[config.mk]
export PLATFORM = sky130hd
export DESIGN_NAME = z_decoder
export DESIGN_NICKNAME = d
export VERILOG_FILES = /design/src/rtl/z_decoder.sv
export SDC_FILE = /design/constraint.sdc
export NUM_CORES = 1
export LEC_CHECK = 0
export CAP_MARGIN = 20
export CORE_AREA = 2 2 39 41
export CTS_CLUSTER_DIAMETER = 100
export DETAILED_ROUTE_END_ITERATION = 6
export DIE_AREA = 0 0 41 43
export DONT_BUFFER_PORTS = 1
export PLACE_DENSITY_LB_ADDON = 0.12
export SYNTH_ARGS = -nofsm -noshare
export SYNTH_HDL_FRONTEND = slang
export SYNTH_SLANG_ARGS = --single-unit
[constraint.sdc]
create_clock -name clk -period 0.8 [get_ports clk]
set_input_delay 0.08 -clock clk [delete_from_list [all_inputs] [get_ports clk]]
set_output_delay 0.08 -clock clk [all_outputs]
set_load 0.005 [all_outputs]
[src/rtl/z_decoder.sv]
// z_decoder: single-cycle-latency instruction decoder for a small MIPS-like core.
// The opcode and shift field are decoded combinationally, and the result is
// captured in output registers. There is no other state.
module z_decoder (
  input  logic        clk,
  input  logic        rst_n,
  input  logic [31:0] ins_in,
  output logic        jump,
  output logic        branch,
  output logic        mem_to_reg,
  output logic        sign_ext,
  output logic        reg_dest,
  output logic        mem_write,
  output logic        alu_sel,
  output logic        reg_write,
  output logic [5:0]  shamt
);

  localparam logic [5:0] OP_RTYPE = 6'b000000;
  localparam logic [5:0] OP_J     = 6'b000010;
  localparam logic [5:0] OP_BEQ   = 6'b000100;
  localparam logic [5:0] OP_BNE   = 6'b000101;
  localparam logic [5:0] OP_ADDI  = 6'b001000;
  localparam logic [5:0] OP_ANDI  = 6'b001100;
  localparam logic [5:0] OP_ORI   = 6'b001101;
  localparam logic [5:0] OP_LW    = 6'b100011;
  localparam logic [5:0] OP_SW    = 6'b101011;

  logic [5:0] w_opcode;
  logic       w_jump;
  logic       w_branch;
  logic       w_mem_to_reg;
  logic       w_sign_ext;
  logic       w_reg_dest;
  logic       w_mem_write;
  logic       w_alu_sel;
  logic       w_reg_write;
  logic [5:0] w_shamt;

  logic       r_jump;
  logic       r_branch;
  logic       r_mem_to_reg;
  logic       r_sign_ext;
  logic       r_reg_dest;
  logic       r_mem_write;
  logic       r_alu_sel;
  logic       r_reg_write;
  logic [5:0] r_shamt;

  assign w_opcode = ins_in[31:26];

  // Combinational opcode decode; unknown opcodes fall through as a NOP (all zero).
  always_comb begin
    w_jump       = 1'b0;
    w_branch     = 1'b0;
    w_mem_to_reg = 1'b0;
    w_sign_ext   = 1'b0;
    w_reg_dest   = 1'b0;
    w_mem_write  = 1'b0;
    w_alu_sel    = 1'b0;
    w_reg_write  = 1'b0;
    w_shamt      = 6'd0;
    case (w_opcode)
      OP_RTYPE: begin
        w_reg_dest  = 1'b1;
        w_reg_write = 1'b1;
        w_shamt     = {1'b0, ins_in[10:6]};
      end
      OP_J: begin
        w_jump = 1'b1;
      end
      OP_BEQ, OP_BNE: begin
        w_branch   = 1'b1;
        w_sign_ext = 1'b1;
      end
      OP_ADDI: begin
        w_reg_write = 1'b1;
        w_alu_sel   = 1'b1;
        w_sign_ext  = 1'b1;
      end
      OP_ANDI, OP_ORI: begin
        w_reg_write = 1'b1;
        w_alu_sel   = 1'b1;
      end
      OP_LW: begin
        w_reg_write  = 1'b1;
        w_mem_to_reg = 1'b1;
        w_alu_sel    = 1'b1;
        w_sign_ext   = 1'b1;
      end
      OP_SW: begin
        w_mem_write = 1'b1;
        w_alu_sel   = 1'b1;
        w_sign_ext  = 1'b1;
      end
      default: begin
        w_shamt = 6'd0;
      end
    endcase
  end

  // Output registers: cleared asynchronously by reset, reloaded from the decode every edge.
  always_ff @(posedge clk or negedge rst_n) begin
    if (!rst_n) begin
      r_jump       <= 1'b0;
      r_branch     <= 1'b0;
      r_mem_to_reg <= 1'b0;
      r_sign_ext   <= 1'b0;
      r_reg_dest   <= 1'b0;
      r_mem_write  <= 1'b0;
      r_alu_sel    <= 1'b0;
      r_reg_write  <= 1'b0;
      r_shamt      <= 6'd0;
    end else begin
      r_jump       <= w_jump;
      r_branch     <= w_branch;
      r_mem_to_reg <= w_mem_to_reg;
      r_sign_ext   <= w_sign_ext;
      r_reg_dest   <= w_reg_dest;
      r_mem_write  <= w_mem_write;
      r_alu_sel    <= w_alu_sel;
      r_reg_write  <= w_reg_write;
      r_shamt      <= w_shamt;
    end
  end

  assign jump       = r_jump;
  assign branch     = r_branch;
  assign mem_to_reg = r_mem_to_reg;
  assign sign_ext   = r_sign_ext;
  assign reg_dest   = r_reg_dest;
  assign mem_write  = r_mem_write;
  assign alu_sel    = r_alu_sel;
  assign reg_write  = r_reg_write;
  assign shamt      = r_shamt;

endmodule

==> metrics.md, run 1 <==
| Metric | Value |
|---|---|
| Relative slew slack | 0.628 |
| Vias in the first global route | roughly 360 |
| Effective utilization at floorplan | 0.362 |
| Clock Path Buffers | 2 |
| Hold-fix buffers, CTS | 6 |
| First-pass GRT wire length | roughly 1400 um |
| Total non-filler cell area in the finished layout | 614 um^2 |
| Biggest area contributors in the synthesized netlist | sky130_fd_sc_hd__dfrtp_1, sky130_fd_sc_hd__and2_1, sky130_fd_sc_hd__nand2b_1, sky130_fd_sc_hd__nor3_4, sky130_fd_sc_hd__nor3b_1 |
| Power Dens Cells | ~1800 nW/um^2 |
| Final wirelength | a little under 1000 um |
| Total clock sinks | 13 |
| Sequential share of power | 0.604 |
| Post-synthesis instance area | between 500 and 600 um^2 |
| Die area | ~1800 um^2 |
| Sequential cell area fraction in the yosys report | 0.650 |
| Signed area change from the synthesized netlist to the final layout | 22.7% |
| Post-cts sizing count | 0 |
| Die span in y | 43 um |
| Violated checks | hold timing |
| Number of max-cap violations | 0 |
| Min Clock Period, post-route | about 0.77 ns |
| Total I/O pin count | 48 |
| Global-route usage over all layers | 0.122 |
| Post-layout worst setup margin | around 0.025 ns |
| Number of hold violations in the final report | 8 |
| Synthesis Warnings | 0 |
| Final weighted congestion in routability-driven placement | 0.660 |
| Clock edge transition at the registers on the reported setup and hold paths | 0.07 ns |
| Setup Viol. Count Final | 0 |
| Net count of the mapped netlist | 74 |
| Number of filler instances in the final layout | 130 |
| Placeable core region | between 1000 and 1500 um^2 |
| DP Worst Slack | -0.241 ns |
| Max Clock Freq | 1290 MHz |
| Congestion Overflow GR | 0 |
| Die Wd | just over 40 um |
| Unrepaired setup endpoints after global routing | yes |
| Number of nets still failing antenna checks after routing | 0 |
| Arrival time at the worst endpoint | between 0.9 and 1 ns |
| Register bit total from synthesis | 13 |
| Count of TritonRoute iterations in the first routing pass | 2 |
| Final-layout worst hold slack | -0.121 ns |
| Fraction of synthesized cell area taken by the top area cell type | 0.650 |
| Maximum number of pins on one net before global-route repair | 14 |
| Worst setup path category | in -> reg |
| DRC violations left | 0 |
| Reported net switching power | 0.214 mW |
| Count of cell types in the netlist | 17 |
| Average detailed-routed wire length per instance | 14.5 um |
| Vias post-DR | 340 |
| Min-Delay Path Class | in -> reg |
| Pins over their slew limit | 0 |
| CTS HTree Levels | 1 |
| Placed inst area | around 530 um^2 |
| Setup Buffers After CTS | 0 |
| Number of inserted diodes | 0 |
| Proportion of layout cells with a drive suffix above 1 | 0.157 |
| Leak pwr | ~0.28 nW |
| Critical path startpoint category | primary input |
| Initial antenna violation count | 0 |
| Internal power of the cells | approximately 0.90 mW |
| Via-to-Cell Ratio | between 5 and 6 |
| Avg Synthesized Cell Area | about 13 um^2 |
| Rows | 14 |
| Data required time of the worst path | 1.00 ns |
| Cell accounting for the most synthesized area | sky130_fd_sc_hd__dfrtp_1 |
| Comb power frac | 0.062 |
| Mapped Cells | 40 |
| IO buf count | 0 |
| Result of the run | finished with violations |
| Power consumption | 1.11 mW |
| Clock root buffer master | sky130_fd_sc_hd__clkbuf_4 |
| Num CTS Buffers | 3 |
| Fraction of the cycle the final worst path needs | 0.969 |
| Maximum vdd drop | between 0.5 and 0.6 mV |
| Transition time at the pin with the least slew margin | 0.557 ns |
| Category of the worst setup path capture point | flop |
| Maximum net fanout on the critical path | 7 |
| Sw Ratio | 0.192 |
| Flip-flop count of the largest register, all copies and words added | 5 |
| DRC marker count from the first detailed-route iteration | 6 |
| Clock tree from TritonCTS | built |
| Number of nets in the layout | 86 |
| Clk pwr share | 0.333 |
[per-stage QoR]
step	util	setup TNS [ns]	cells
after global routing	0.444	-0.0137	67
after CTS	0.444	0	67
after detailed placement	0.382	-1.52	57
after floorplan	-	-1.01	40
after global placement	0.382	-1.42	57
final	0.444	0	67
[kinds of logic after synthesis]
kind of cell,after synthesis,synth area share
AO/OA/AOI/OAI,4,0.0425
buffers and inverters,1,0.0150
flip-flops,13,0.650
other,1,0.00749
AND/OR/NAND/NOR,21,0.285
[critical path, cell delays in order]
cell and delay, ns:
sky130_fd_sc_hd__or4_4 0.53, sky130_fd_sc_hd__nor3_4 0.20, sky130_fd_sc_hd__and2_1 0.17
[final cells by class]
| cell class | count | area [um^2] | share of cell area |
|---|---|---|---|
| Clock buffer | 4 | 26.3 | 0.0428 |
| Tap cell | 16 | 20.0 | 0.0326 |
| Multi-Input combinational cell | 26 | 168 | 0.273 |
| Sequential cell | 13 | 325 | 0.530 |
| Timing Repair Buffer | 8 | 75.1 | 0.122 |
[per-layer routing]
layer | track usage | part of all wire | up-vias
met4 | 0.100 | 0.020 | 0
li1 | - | - | 158
met2 | 0.184 | 0.51 | 17
met5 | 0 | 0 | -
met3 | 0.0576 | 0.11 | 2
met1 | 0.116 | 0.36 | 163
[worst paths after layout]
check	startpoint	end	slack [ns]	cells past startpoint
max in group asynchronous	rst_n	alu_sel	0.19	1
setup / recovery	ins_in[30]	shamt[1]	0.03	3
min in group asynchronous	rst_n	branch	0.24	1
hold / removal	ins_in[30]	reg_write	-0.12	1
[cells in the final DEF (no fill, tap or decap)]
master / netlist / routed
sky130_fd_sc_hd__clkbuf_4: 0 / 3
sky130_fd_sc_hd__nor3_1: 1 / 1
sky130_fd_sc_hd__or2_2: 1 / 1
sky130_fd_sc_hd__a31oi_1: 1 / 1
sky130_fd_sc_hd__nand3_1: 2 / 2
sky130_fd_sc_hd__nand2b_1: 3 / 3
sky130_fd_sc_hd__nand4b_1: 1 / 1
sky130_fd_sc_hd__o21ai_0: 1 / 1
sky130_fd_sc_hd__and2_1: 6 / 6
sky130_fd_sc_hd__a21oi_1: 2 / 2
sky130_fd_sc_hd__dfrtp_1: 13 / 13
sky130_fd_sc_hd__nor2_1: 2 / 2
sky130_fd_sc_hd__or4_4: 1 / 1
sky130_fd_sc_hd__nor4_1: 1 / 1
sky130_fd_sc_hd__buf_4: 1 / 2
sky130_fd_sc_hd__conb_1: 1 / 1
sky130_fd_sc_hd__dlygate4sd3_1: 0 / 6
sky130_fd_sc_hd__nor3_4: 1 / 1
sky130_fd_sc_hd__nor3b_1: 2 / 2
sky130_fd_sc_hd__clkbuf_1: 0 / 1
[power by group through the flow]
stage | registers (mW) | logic, mW | clock network [mW]
6_report | 0.671 | 0.0692 | 0.370
5_1_grt | 0.672 | 0.0759 | 0.432
4_1_cts | 0.672 | 0.0698 | 0.385
3_5_place_dp | 0.685 | 0.0350 | 0
3_3_place_gp | 0.684 | 0.0330 | 0
2_1_floorplan | 0.683 | 0.0314 | 0
[synth_stat cells]
master,count
sky130_fd_sc_hd__dfrtp_1,13
sky130_fd_sc_hd__and2_1,6
sky130_fd_sc_hd__nand2b_1,3
sky130_fd_sc_hd__a21oi_1,2
sky130_fd_sc_hd__nand3_1,2
sky130_fd_sc_hd__nor2_1,2
sky130_fd_sc_hd__nor3b_1,2
sky130_fd_sc_hd__a31oi_1,1
sky130_fd_sc_hd__buf_4,1
sky130_fd_sc_hd__conb_1,1
sky130_fd_sc_hd__nand4b_1,1
sky130_fd_sc_hd__nor3_1,1
sky130_fd_sc_hd__nor3_4,1
sky130_fd_sc_hd__nor4_1,1
sky130_fd_sc_hd__o21ai_0,1
sky130_fd_sc_hd__or2_2,1
sky130_fd_sc_hd__or4_4,1
(Power assumes the default switching activity.)
==> run 2: changes to the inputs <==
- CORE_AREA: 2 2 39 41 -> 2 2 46 48
- DIE_AREA: 0 0 41 43 -> 0 0 48 50
- DONT_BUFFER_PORTS: 1 -> default
==> run 2 against run 1 <==
Against the previous run: largest power group unchanged; sequential share of layout area down 14 points; utilization down 0.71 points; non-clock buffer count rose by 27; sequential cell count did not move; first-iteration DRC count is 50% lower; count of clock-buffer cells in the layout stayed put; highest routed layer unchanged; sequential power fell by 0.6%; the flow finishes with violations (setup timing).
==> metrics.md, run 2 (synthesized netlist as in run 1, its figures left out) <==
| Metric | Value |
|---|---|
| Result of the run | finished with violations |
| Violated checks | setup timing |
| Min Clock Period, post-route | about 0.9 ns |
| Most frequent standard cell in the layout excluding fill and tap cells | sky130_fd_sc_hd__buf_2 |
| Total non-filler cell area in the finished layout | 831 um^2 |
| Maximum number of pins on one net before global-route repair | 14 |
| Count of TritonRoute iterations in the first routing pass | 4 |
| Post-layout worst setup margin | -0.0957 ns |
| Arrival time at the worst endpoint | approximately 1.1 ns |
| CTS HTree Levels | 1 |
| Clock tree from TritonCTS | built |
| Total I/O pin count | 48 |
| Hold-fix buffers, CTS | 0 |
| Initial antenna violation count | 0 |
| Final weighted congestion in routability-driven placement | 0.821 |
| DP Worst Slack | -0.735 ns |
| Clock edge transition at the registers on the reported setup and hold paths | around 0.080 ns |
| Final Util | 0.437 |
| Number of max-cap violations | 0 |
| Proportion of layout cells with a drive suffix above 1 | 0.474 |
| Max Clock Freq | approximately 1100 MHz |
| Flip-flop count of the largest register, all copies and words added | 5 |
| Vias post-DR | approximately 430 |
| IO buf count | 25 |
| Die area | between 2000 and 2500 um^2 |
| Area of all sequential standard cells | roughly 330 um^2 |
| Number of hold violations in the final report | 0 |
| Post-DP HPWL | about 830 um |
| Number of nets still failing antenna checks after routing | 0 |
| Hold Path Cell Cnt | 3 |
| Die span in y | 50 um |
| Effective utilization at floorplan | 0.263 |
| Total clock sinks | 13 |
| Global-route usage over all layers | 0.105 |
| Average detailed-routed wire length per instance | slightly above 10 um |
| Congestion Overflow GR | 0 |
| Vias in the first global route | 394 |
| Via-to-Cell Ratio | between 4 and 5 |
| Rows | 16 |
| Leak pwr | about 0.43 nW |
| Placeable core region | 1900 um^2 |
| First-pass GRT wire length | ~1700 um |
| Num CTS Buffers | 3 |
| Placed inst area | ~860 um^2 |
| Critical path startpoint category | primary input |
| Unrepaired setup endpoints after global routing | yes |
| Origin of the worst min-delay path | ins_in[29] |
| Fraction of the cycle the final worst path needs | 1.12 |
| Setup Viol. Count Final | 18 |
| Worst setup path category | in -> reg |
| Hold EP | jump |
| Signed area change from the synthesized netlist to the final layout | 66.0% |
| Category of the worst setup path capture point | flop |
| DRC violations left | 0 |
| Power Dens Cells | 1480 nW/um^2 |
| Setup total negative slack | -0.743 ns |
| Pins over their slew limit | 0 |
| Number of inserted diodes | 0 |
| Clock root buffer master | sky130_fd_sc_hd__clkbuf_4 |
| Maximum net fanout on the critical path | 6 |
| Data required time of the worst path | approximately 1 ns |
| Total area of multi-input combinational cells | 183 um^2 |
| Min-Delay Path Class | in -> reg |
| Commonest cells after routing, fill and taps aside | sky130_fd_sc_hd__buf_2, sky130_fd_sc_hd__dfrtp_1, sky130_fd_sc_hd__buf_4 |
| Number of filler instances in the final layout | 194 |
| Die Wd | between 40 and 50 um |
| DRC marker count from the first detailed-route iteration | 3 |
| Number of nets in the layout | between 100 and 150 |
| Clock Path Buffers | 2 |
| Maximum vdd drop | around 0.5 mV |
| Final wirelength | about 1100 um |
==> run 2: cell types whose count changed in the layout (fill, tap and decap cells not counted), moves of 2 or more <==
cell / change
sky130_fd_sc_hd__dlygate4sd3_1: -6
sky130_fd_sc_hd__dlygate4sd2_1: +2
sky130_fd_sc_hd__clkdlybuf4s50_1: +6
sky130_fd_sc_hd__buf_2: +15
sky130_fd_sc_hd__buf_4: +7
sky130_fd_sc_hd__buf_6: +2
==> run 2: how the worst max path moves through the flow <==
stage	start	end	slack, ns	depth (start not counted)
detailed placement	ins_in[30]	shamt[1]	-0.73	4
floorplan	ins_in[30]	shamt[1]	-0.18	3
global route	ins_in[30]	shamt[4]	-0.14	4
global placement	ins_in[30]	shamt[4]	-0.68	4
CTS	ins_in[29]	shamt[1]	-0.15	4
finish	ins_in[30]	shamt[4]	-0.1	4
==> run 2: per-stage QoR <==
stage / std cells / hold WS, ns / total power, mW
floorplan: 40 / -0.216 / 0.715
global route: 105 / 0.0825 / 1.29
finish: 105 / 0.0825 / 1.23
CTS: 104 / 0.0892 / 1.25
detailed placement: 100 / 0.423 / 0.864
global placement: 100 / 0.426 / 0.863
==> run 2: timing repair <==
item | in CTS | in global routing
gates resized for setup | 71 | 4
pin swaps | 7 | 6
endpoints found under the setup margin | 26 | 22
setup buffers | 0 | 1
==> run 2: cell type report <==
type                       instances  area share
multi-input combinational         26       0.220
clock buffer                       4      0.0316
tap                               27      0.0407
sequential                        13       0.392
timing repair buffer              35       0.316
==> run 2: worst max-delay path: stages <==
cell	delay [ns]
sky130_fd_sc_hd__buf_6	0.09
sky130_fd_sc_hd__or4_4	0.55
sky130_fd_sc_hd__nor3_4	0.21
sky130_fd_sc_hd__and2_4	0.18
==> run 2: power by group <==
| part | leakage (nW) | internal, mW | switching, mW |
|---|---|---|---|
| clock | 0.0150 | 0.193 | 0.195 |
| sequential | 0.180 | 0.666 | 0.00177 |
| combinational | 0.230 | 0.105 | 0.0706 |
| total | 0.425 | 0.963 | 0.267 |
==> run 2: metal layers <==
layer | share of wire | track usage | vias to the layer above
met2 | 0.46 | 0.151 | 21
met4 | 0.0074 | 0.0676 | 0
met5 | 0 | 0 | -
met3 | 0.092 | 0.0220 | 2
met1 | 0.44 | 0.137 | 193
li1 | - | - | 213
==> run 3: changes to the inputs <==
- GPL_ROUTABILITY_DRIVEN: default -> 0
==> results of run 3 <==
The final DEF is identical to that of run 2; final timing and power are the same.
